$ cat src/rtl/riscv_ctrl_pkg.sv
// Shared decode definitions for the RV32 decode/control stage: opcodes, ALU op codes,
// write-back selects and the registered control bundle.
package riscv_ctrl_pkg;

    localparam logic [6:0] OP_LOAD   = 7'b0000011;
    localparam logic [6:0] OP_IMM    = 7'b0010011;
    localparam logic [6:0] OP_AUIPC  = 7'b0010111;
    localparam logic [6:0] OP_STORE  = 7'b0100011;
    localparam logic [6:0] OP_REG    = 7'b0110011;
    localparam logic [6:0] OP_LUI    = 7'b0110111;
    localparam logic [6:0] OP_BRANCH = 7'b1100011;
    localparam logic [6:0] OP_JALR   = 7'b1100111;
    localparam logic [6:0] OP_JAL    = 7'b1101111;

    localparam logic [6:0] F7_BASE   = 7'b0000000;
    localparam logic [6:0] F7_ALT    = 7'b0100000;
    localparam logic [6:0] F7_MULDIV = 7'b0000001;

    // Bit positions inside the one-hot instruction type vector
    localparam int TYPE_W = 9;
    localparam int T_I     = 0;
    localparam int T_LUI   = 1;
    localparam int T_AUIPC = 2;
    localparam int T_R     = 3;
    localparam int T_S     = 4;
    localparam int T_LD    = 5;
    localparam int T_B     = 6;
    localparam int T_JAL   = 7;
    localparam int T_JALR  = 8;

    typedef enum logic [4:0] {
        ALU_ADD    = 5'd0,
        ALU_SUB    = 5'd1,
        ALU_SLL    = 5'd2,
        ALU_SLT    = 5'd3,
        ALU_SLTU   = 5'd4,
        ALU_XOR    = 5'd5,
        ALU_SRL    = 5'd6,
        ALU_SRA    = 5'd7,
        ALU_OR     = 5'd8,
        ALU_AND    = 5'd9,
        ALU_MUL    = 5'd10,
        ALU_MULH   = 5'd11,
        ALU_MULHSU = 5'd12,
        ALU_MULHU  = 5'd13,
        ALU_DIV    = 5'd14,
        ALU_DIVU   = 5'd15,
        ALU_REM    = 5'd16,
        ALU_REMU   = 5'd17,
        ALU_PASSB  = 5'd18
    } aluop_e;

    typedef enum logic [1:0] {
        WB_ALU = 2'b00,
        WB_PC4 = 2'b01,
        WB_MEM = 2'b10
    } wb_sel_e;

    typedef struct packed {
        logic              valid;
        aluop_e            aluop;
        logic [TYPE_W-1:0] typ;
        logic              rf_en;
        logic              rd_en;
        logic              wr_en;
        wb_sel_e           wb_sel;
        logic [2:0]        br_type;
        logic [4:0]        rs1;
        logic [4:0]        rs2;
        logic [4:0]        rd;
        logic              illegal;
    } ctrl_t;

endpackage

$ cat src/rtl/decode_ctrl_pipe_decode.sv
// Combinational RV32I(+M) decoder: instruction word to control bundle.
// Anything not explicitly recognised comes out as a clean illegal bundle.
module rv_decode
    import riscv_ctrl_pkg::*;
#(
    parameter int M_EXT = 1
) (
    input  logic        valid,
    input  logic [31:0] instr,
    output ctrl_t       ctrl,
    output logic        is_md
);

    logic [6:0] opcode;
    logic [2:0] f3;
    logic [6:0] f7;
    logic       bad;
    ctrl_t      c;
    logic       md;

    assign opcode = instr[6:0];
    assign f3     = instr[14:12];
    assign f7     = instr[31:25];

    always_comb begin
        c         = '0;
        md        = 1'b0;
        bad       = 1'b0;
        c.valid   = valid;
        c.rs1     = instr[19:15];
        c.rs2     = instr[24:20];
        c.rd      = instr[11:7];
        case (opcode)
            OP_REG: begin
                c.typ[T_R] = 1'b1;
                c.rf_en    = 1'b1;
                if (f7 == F7_BASE) begin
                    case (f3)
                        3'b000: c.aluop = ALU_ADD;
                        3'b001: c.aluop = ALU_SLL;
                        3'b010: c.aluop = ALU_SLT;
                        3'b011: c.aluop = ALU_SLTU;
                        3'b100: c.aluop = ALU_XOR;
                        3'b101: c.aluop = ALU_SRL;
                        3'b110: c.aluop = ALU_OR;
                        3'b111: c.aluop = ALU_AND;
                    endcase
                end else if (f7 == F7_ALT) begin
                    case (f3)
                        3'b000:  c.aluop = ALU_SUB;
                        3'b101:  c.aluop = ALU_SRA;
                        default: bad = 1'b1;
                    endcase
                end else if (M_EXT != 0 && f7 == F7_MULDIV) begin
                    md = 1'b1;
                    case (f3)
                        3'b000: c.aluop = ALU_MUL;
                        3'b001: c.aluop = ALU_MULH;
                        3'b010: c.aluop = ALU_MULHSU;
                        3'b011: c.aluop = ALU_MULHU;
                        3'b100: c.aluop = ALU_DIV;
                        3'b101: c.aluop = ALU_DIVU;
                        3'b110: c.aluop = ALU_REM;
                        3'b111: c.aluop = ALU_REMU;
                    endcase
                end else begin
                    bad = 1'b1;
                end
            end
            OP_IMM: begin
                c.typ[T_I] = 1'b1;
                c.rf_en    = 1'b1;
                case (f3)
                    3'b000: c.aluop = ALU_ADD;
                    3'b001: begin
                        c.aluop = ALU_SLL;
                        bad     = (f7 != F7_BASE);
                    end
                    3'b010: c.aluop = ALU_SLT;
                    3'b011: c.aluop = ALU_SLTU;
                    3'b100: c.aluop = ALU_XOR;
                    3'b101: begin
                        // Shift-right immediates carry their variant in the upper immediate bits
                        if (f7 == F7_BASE)     c.aluop = ALU_SRL;
                        else if (f7 == F7_ALT) c.aluop = ALU_SRA;
                        else                   bad = 1'b1;
                    end
                    3'b110: c.aluop = ALU_OR;
                    3'b111: c.aluop = ALU_AND;
                endcase
            end
            OP_LOAD: begin
                c.typ[T_LD] = 1'b1;
                c.rf_en     = 1'b1;
                c.rd_en     = 1'b1;
                c.wb_sel    = WB_MEM;
                bad         = (f3 == 3'b011) || (f3 == 3'b110) || (f3 == 3'b111);
            end
            OP_STORE: begin
                c.typ[T_S] = 1'b1;
                c.wr_en    = 1'b1;
                bad        = (f3 > 3'b010);
            end
            OP_BRANCH: begin
                c.typ[T_B] = 1'b1;
                c.br_type  = f3;
                bad        = (f3 == 3'b010) || (f3 == 3'b011);
            end
            OP_LUI: begin
                c.typ[T_LUI] = 1'b1;
                c.rf_en      = 1'b1;
                c.aluop      = ALU_PASSB;
            end
            OP_AUIPC: begin
                c.typ[T_AUIPC] = 1'b1;
                c.rf_en        = 1'b1;
            end
            OP_JAL: begin
                c.typ[T_JAL] = 1'b1;
                c.rf_en      = 1'b1;
                c.wb_sel     = WB_PC4;
            end
            OP_JALR: begin
                c.typ[T_JALR] = 1'b1;
                c.rf_en       = 1'b1;
                c.wb_sel      = WB_PC4;
                bad           = (f3 != 3'b000);
            end
            default: bad = 1'b1;
        endcase

        if (bad) begin
            c.aluop   = ALU_ADD;
            c.typ     = '0;
            c.rf_en   = 1'b0;
            c.rd_en   = 1'b0;
            c.wr_en   = 1'b0;
            c.wb_sel  = WB_ALU;
            c.br_type = 3'b000;
            c.illegal = 1'b1;
            md        = 1'b0;
        end
    end

    assign ctrl  = c;
    assign is_md = md;

endmodule

$ cat src/rtl/decode_ctrl_pipe.sv
// Registered decode/control stage: decodes IF/ID, inserts load-use and M-op bubbles,
// and honours flush and execute back-pressure.
module decode_ctrl_pipe
    import riscv_ctrl_pkg::*;
#(
    parameter int M_EXT   = 1,
    parameter int MD_LAT  = 4,
    parameter int ALUOP_W = 5
) (
    input  logic               clk,
    input  logic               rst_n,
    input  logic               if_valid,
    input  logic [31:0]        if_instr,
    output logic               id_ready,
    input  logic               ex_ready,
    input  logic               flush,
    output logic               ex_valid,
    output logic [ALUOP_W-1:0] ex_aluop,
    output logic [8:0]         ex_type,
    output logic               ex_rf_en,
    output logic               ex_rd_en,
    output logic               ex_wr_en,
    output logic [1:0]         ex_wb_sel,
    output logic [2:0]         ex_br_type,
    output logic [4:0]         ex_rs1,
    output logic [4:0]         ex_rs2,
    output logic [4:0]         ex_rd,
    output logic               ex_illegal,
    output logic               md_busy
);

    // MD_LAT=1 loads zero into the counter, so an M op then costs no bubbles
    localparam int              CNT_W   = (MD_LAT > 1) ? $clog2(MD_LAT) : 1;
    localparam logic [CNT_W-1:0] MD_LOAD = CNT_W'(MD_LAT - 1);

    ctrl_t            dec;
    logic             dec_is_md;
    ctrl_t            ctrl_reg;
    ctrl_t            ctrl_next;
    logic [CNT_W-1:0] md_cnt_reg;
    logic [CNT_W-1:0] md_cnt_next;
    logic             load_in_ex;
    logic             use_rs1;
    logic             use_rs2;
    logic             hazard;
    logic             md_stall;
    logic             stall;

    rv_decode #(.M_EXT(M_EXT)) u_decode (
        .valid (if_valid),
        .instr (if_instr),
        .ctrl  (dec),
        .is_md (dec_is_md)
    );

    assign load_in_ex = ctrl_reg.valid & ctrl_reg.rd_en & (ctrl_reg.rd != 5'd0);
    assign use_rs1    = dec.typ[T_I] | dec.typ[T_LD] | dec.typ[T_S] | dec.typ[T_B]
                      | dec.typ[T_R] | dec.typ[T_JALR];
    assign use_rs2    = dec.typ[T_S] | dec.typ[T_B] | dec.typ[T_R];
    assign hazard     = if_valid & load_in_ex
                      & ((use_rs1 & (dec.rs1 == ctrl_reg.rd)) | (use_rs2 & (dec.rs2 == ctrl_reg.rd)));
    assign md_stall   = (md_cnt_reg != '0);
    assign stall      = hazard | md_stall;
    assign id_ready   = ex_ready & ~hazard & ~md_stall & rst_n;

    always_comb begin
        ctrl_next   = ctrl_reg;
        md_cnt_next = md_cnt_reg;
        if (flush) begin
            ctrl_next   = '0;
            md_cnt_next = '0;
        end else if (!ex_ready) begin
            ctrl_next   = ctrl_reg;
        end else if (stall) begin
            ctrl_next = '0;
            if (md_stall) begin
                md_cnt_next = md_cnt_reg - CNT_W'(1);
            end
        end else begin
            ctrl_next = dec;
            if (if_valid && dec_is_md) begin
                md_cnt_next = MD_LOAD;
            end
        end
    end

    always_ff @(posedge clk) begin
        if (!rst_n) begin
            ctrl_reg   <= '0;
            md_cnt_reg <= '0;
        end else begin
            ctrl_reg   <= ctrl_next;
            md_cnt_reg <= md_cnt_next;
        end
    end

    assign ex_valid   = ctrl_reg.valid;
    assign ex_aluop   = ALUOP_W'(ctrl_reg.aluop);
    assign ex_type    = ctrl_reg.typ;
    assign ex_rf_en   = ctrl_reg.rf_en;
    assign ex_rd_en   = ctrl_reg.rd_en;
    assign ex_wr_en   = ctrl_reg.wr_en;
    assign ex_wb_sel  = ctrl_reg.wb_sel;
    assign ex_br_type = ctrl_reg.br_type;
    assign ex_rs1     = ctrl_reg.rs1;
    assign ex_rs2     = ctrl_reg.rs2;
    assign ex_rd      = ctrl_reg.rd;
    assign ex_illegal = ctrl_reg.illegal;
    assign md_busy    = md_stall;

endmodule

$ cat config.mk
export PLATFORM = sky130hd
export DESIGN_NAME = decode_ctrl_pipe
export DESIGN_NICKNAME = d
export VERILOG_FILES = /design/src/rtl/riscv_ctrl_pkg.sv /design/src/rtl/decode_ctrl_pipe_decode.sv /design/src/rtl/decode_ctrl_pipe.sv
export SDC_FILE = /design/constraint.sdc
export NUM_CORES = 1
export LEC_CHECK = 0
export ABC_CLOCK_PERIOD_IN_PS = 3300
export CORE_ASPECT_RATIO = 0.9
export CORE_MARGIN = 10
export CORE_UTILIZATION = 35
export DETAILED_ROUTE_END_ITERATION = 7
export GPL_ROUTABILITY_DRIVEN = 0
export HOLD_SLACK_MARGIN = 0.1
export MAX_ROUTING_LAYER = met4
export PLACE_DENSITY = 0.69
export REMOVE_ABC_BUFFERS = 1
export SYNTH_ARGS = -nofsm -noshare
export SYNTH_HDL_FRONTEND = slang
export SYNTH_HIERARCHICAL = 1
export SYNTH_SLANG_ARGS = --single-unit
export TNS_END_PERCENT = 10
$ cat constraint.sdc
create_clock -name clk -period 3.3 [get_ports clk]
set_input_delay 0.33 -clock clk [delete_from_list [all_inputs] [get_ports clk]]
set_output_delay 0.33 -clock clk [all_outputs]
set_load 0.02 [all_outputs]
==> key figures <==
Run status
  – Outcome: completed

Critical path
  – Flop2flop setup slack: approximately 1.4 ns
  – Kind of start point of the critical path: input pin
  – Reg2reg start: ex_rd[1]
  – Crit Path Category: in2out
  – Crit path max-delay family: simple AND/OR/NAND/NOR gates
  – Critical Path RT: between 2 and 3 ns
  – CP max FO: 6
  – Crit path to: id_ready
  – Critical Path Start: if_instr[6]
  – Max stage delay on crit path: 0.41 ns
  – Critical path depth in cells: 13
  – Worst path cell trace: clkdlybuf4s50_1 > nand2b_1 > or3_4 > a211oi_2 > o21bai_4 > buf_6 > nor3_4 > nor3_2 > a211oi_2 > a22o_2 > and2_4 > nor2_4 > buf_6
  – CP Capture Type: output pin
  – CP max-delay cell: clkdlybuf4s50_1
  – Worst Reg2Reg Path Length in Cells: 7
  – Worst r2r dst: ex_type[1]
  – Worst EP arrival: slightly below 3 ns
  – Worst path buffer plus inverter count: 3

Synthesis
  – Synthesized flop and latch total: approximately 40
  – Most used DFF post-synth: dfxtp_1
  – Async set-reset flop share out of synthesis: 0
  – Mapped Area: around 2500 um^2
  – Synth warn: 6
  – Syn avg cell area: ~9 um^2
  – EDFF count, synth: 0
  – Syn Inst Count: about 270
  – Yosys cell types: 54
  – Seq/Total Area, Yosys: 0.329

Power and ir drop
  – Switching share of total power: 0.263
  – Pwr dens: approximately 270 nW/um^2
  – Clock share of power: 0.302
  – Combinational group share of total power: 0.207
  – Worst-case vdd ir drop: 0.230 mV
  – Switching pwr: roughly 0.00027 W
  – Part of the power in registers: 0.491
  – Int Power: between 0.0007 and 0.0008 W
  – Static Leak: approximately 1.5 nW

Drt
  – Antenna Violating Nets Remaining: 0
  – Post-route DRC: 0
  – WL/cell: around 16 um
  – Vias: around 2,300
  – DR iter-0 viols: around 110
  – WL final: approximately 7500 um
  – Drt via density: ~5.0
  – Detailed Routing Iterations Pass 1: 4

Placement
  – Placed Area: 3460 um^2
  – Hpwl dp: between 5000 and 6000 um
  – IO buf count: 77

Clocking
  – Number of H-tree levels: 2
  – Clock Pin Slew Worst Setup and Hold Paths: roughly 0.08 ns
  – Insertion delay to the later sink of the worst-skew pair: approximately 0.29 ns
  – CTS tree: done
  – # hold bufs at CTS: 0
  – TritonCTS buffer count: 5
  – Clk buf depth: 2
  – CTS Root Buffer Type: clkbuf_8
  – Clock Sinks: 41

Worst hold path
  – Hold wc startpoint: md_cnt_reg[1]
  – Worst hold-check path type: reg2reg

Global routing
  – Vias in the first global route: approximately 2,300
  – Grt ovf: 0
  – Global-route wire length before repair: about 12,000 um
  – Overall Global Routing Usage: 0.134
  – Largest net degree at the start of global routing: 40
  – Initial antenna violation count: 0

Die
  – Die X-Extent: between 100 and 150 um
  – Chip height: between 100 and 150 um
  – Row count: 29
  – I/O Pins: just under 80
  – Initial core utilization: 0.356
  – Core area: around 7000 um^2
  – Die ar.: 10,900 um^2

STA
  – Final setup viols: 0
  – Fin Setup TNS: 0 ns
  – Worst-Margin Slew: 0.521 ns
  – Final Skew: between 0.01 and 0.015 ns
  – Relative slew slack: 0.650
  – F_max: slightly above 0.3 GHz
  – Crit share post-route: 0.979
  – Final hold violations: 0
  – Period minus WS final: ~3.2 ns
  – Slew Limit Fails: 0

Cells and area
  – Max reg flops: 9
  – ANT cells: 0
  – # fillers: 630
  – Ratio of cells with drive above 1 in the final layout: 0.283
  – Finished Cell Area: 3810 um^2
  – Nets: 419
  – Area growth syn-to-layout: 52.9%

Flow run
  – Max-Cap Viols: 0
[worst reg2reg max path, delay by kind of cell, from the launching register on]
family | cells | cell delay [ns]
AOI/OAI and AO/OA | 3 | 0.54
DFF | 1 | 0.46
and+or+nand+nor | 1 | 0.37
buffers and inverters | 2 | 0.30
xor gates and xnor gates | 1 | 0.11
[layout by cell type (no fill, tap or decap), drive strengths merged, types with 4 or more instances in the layout]
master | synthesis | routed
nand2b | 6 | 6
a211oi | 6 | 6
nand3 | 5 | 5
dfxtp | 41 | 41
dlymetal6s2s | 0 | 8
a22o | 40 | 40
buf | 28 | 58
a21oi | 14 | 14
nor4 | 4 | 4
inv | 11 | 11
nand2 | 11 | 11
xor2 | 10 | 10
o21ai | 5 | 5
nor3 | 17 | 17
nor2 | 16 | 16
clkbuf | 10 | 10
ha | 8 | 8
clkdlybuf4s50 | 0 | 66
[worst min path at each step]
| stage | to | cells after the start |
|---|---|---|
| 6_report | md_cnt_reg[1] | 2 |
| 5_1_grt | ex_type[6] | 1 |
| 4_1_cts | md_cnt_reg[1] | 2 |
| 3_5_place_dp | md_cnt_reg[1] | 2 |
| 3_3_place_gp | md_cnt_reg[1] | 2 |
| 2_1_floorplan | md_cnt_reg[1] | 2 |
[cell usage after synthesis (2+ instances only)]
cell type	number	area share
a211o_1	2	0.0070
buf_4	21	0.063
nor3_2	7	0.028
dfxtp_1	41	0.33
inv_1	11	0.017
or3_1	2	0.0050
a21oi_1	13	0.026
a22o_1	39	0.14
or2_2	2	0.0050
nor4_2	3	0.015
a21o_1	3	0.0090
clkbuf_1	10	0.015
nand2_1	11	0.017
and2_1	2	0.0050
buf_2	4	0.0080
a211oi_1	3	0.0090
buf_6	3	0.014
xor2_1	10	0.035
a211oi_2	3	0.015
nand3_1	5	0.010
nand2b_1	6	0.015
nor2_1	15	0.023
o21ai_0	5	0.010
a2111oi_0	2	0.0070
mux2i_1	2	0.0080
nor3_1	9	0.018
ha_1	8	0.040
a31oi_1	3	0.0075
[metal layers]
layer	global-route usage	wire, um
met1	0.171	3440
met2	0.209	3620
met3	0.0269	330
met4	0.0375	116
met5	-	0
[cells by family after synthesis]
group           share of synthesized area
compound gates                      0.278
xor+xnor                           0.0352
fa+ha+maj                          0.0402
buf+inv                             0.117
flops                               0.329
mux                               0.00804
simple gates                        0.193
[cell type report]
class	instances	area, um^2	share of cell area
tap	93	116	0.0305
inverter	11	41.3	0.0108
sequential	41	821	0.215
timing repair buffer	134	1240	0.325
clock buffer	8	80.1	0.0210
multi-input combinational	181	1510	0.397
[per-stage QoR]
stage,util,instances,hold WS [ns],power [W],worst slack (ns)
2_1_floorplan,-,233,0.435,0.000596,-0.186
3_3_place_gp,0.494,445,0.446,0.000717,-0.545
3_5_place_dp,0.494,445,0.450,0.000720,-0.575
4_1_cts,0.522,462,0.464,0.00104,0.00966
5_1_grt,0.544,468,0.484,0.00108,-0.0462
6_report,0.544,468,0.462,0.00104,0.0686
[power groups by stage]
stage	logic, W	clock network (W)	registers, W
after floorplan	0.0000678	0	0.000528
after global placement	0.000198	0	0.000520
after detailed placement	0.000201	0	0.000520
after CTS	0.000207	0.000320	0.000508
after global routing	0.000230	0.000341	0.000509
final	0.000215	0.000313	0.000508
[what timing repair did]
| item | 4_1_cts | 5_1_grt |
|---|---|---|
| endpoints found under the setup margin | 1 | 1 |
| setup buffers | 9 | 6 |
| endpoints found under the hold margin | 0 | 0 |
| pin swaps | 9 | 18 |
| resized for setup | 15 | 33 |
No activity file was read; power rests on OpenSTA's default activity.
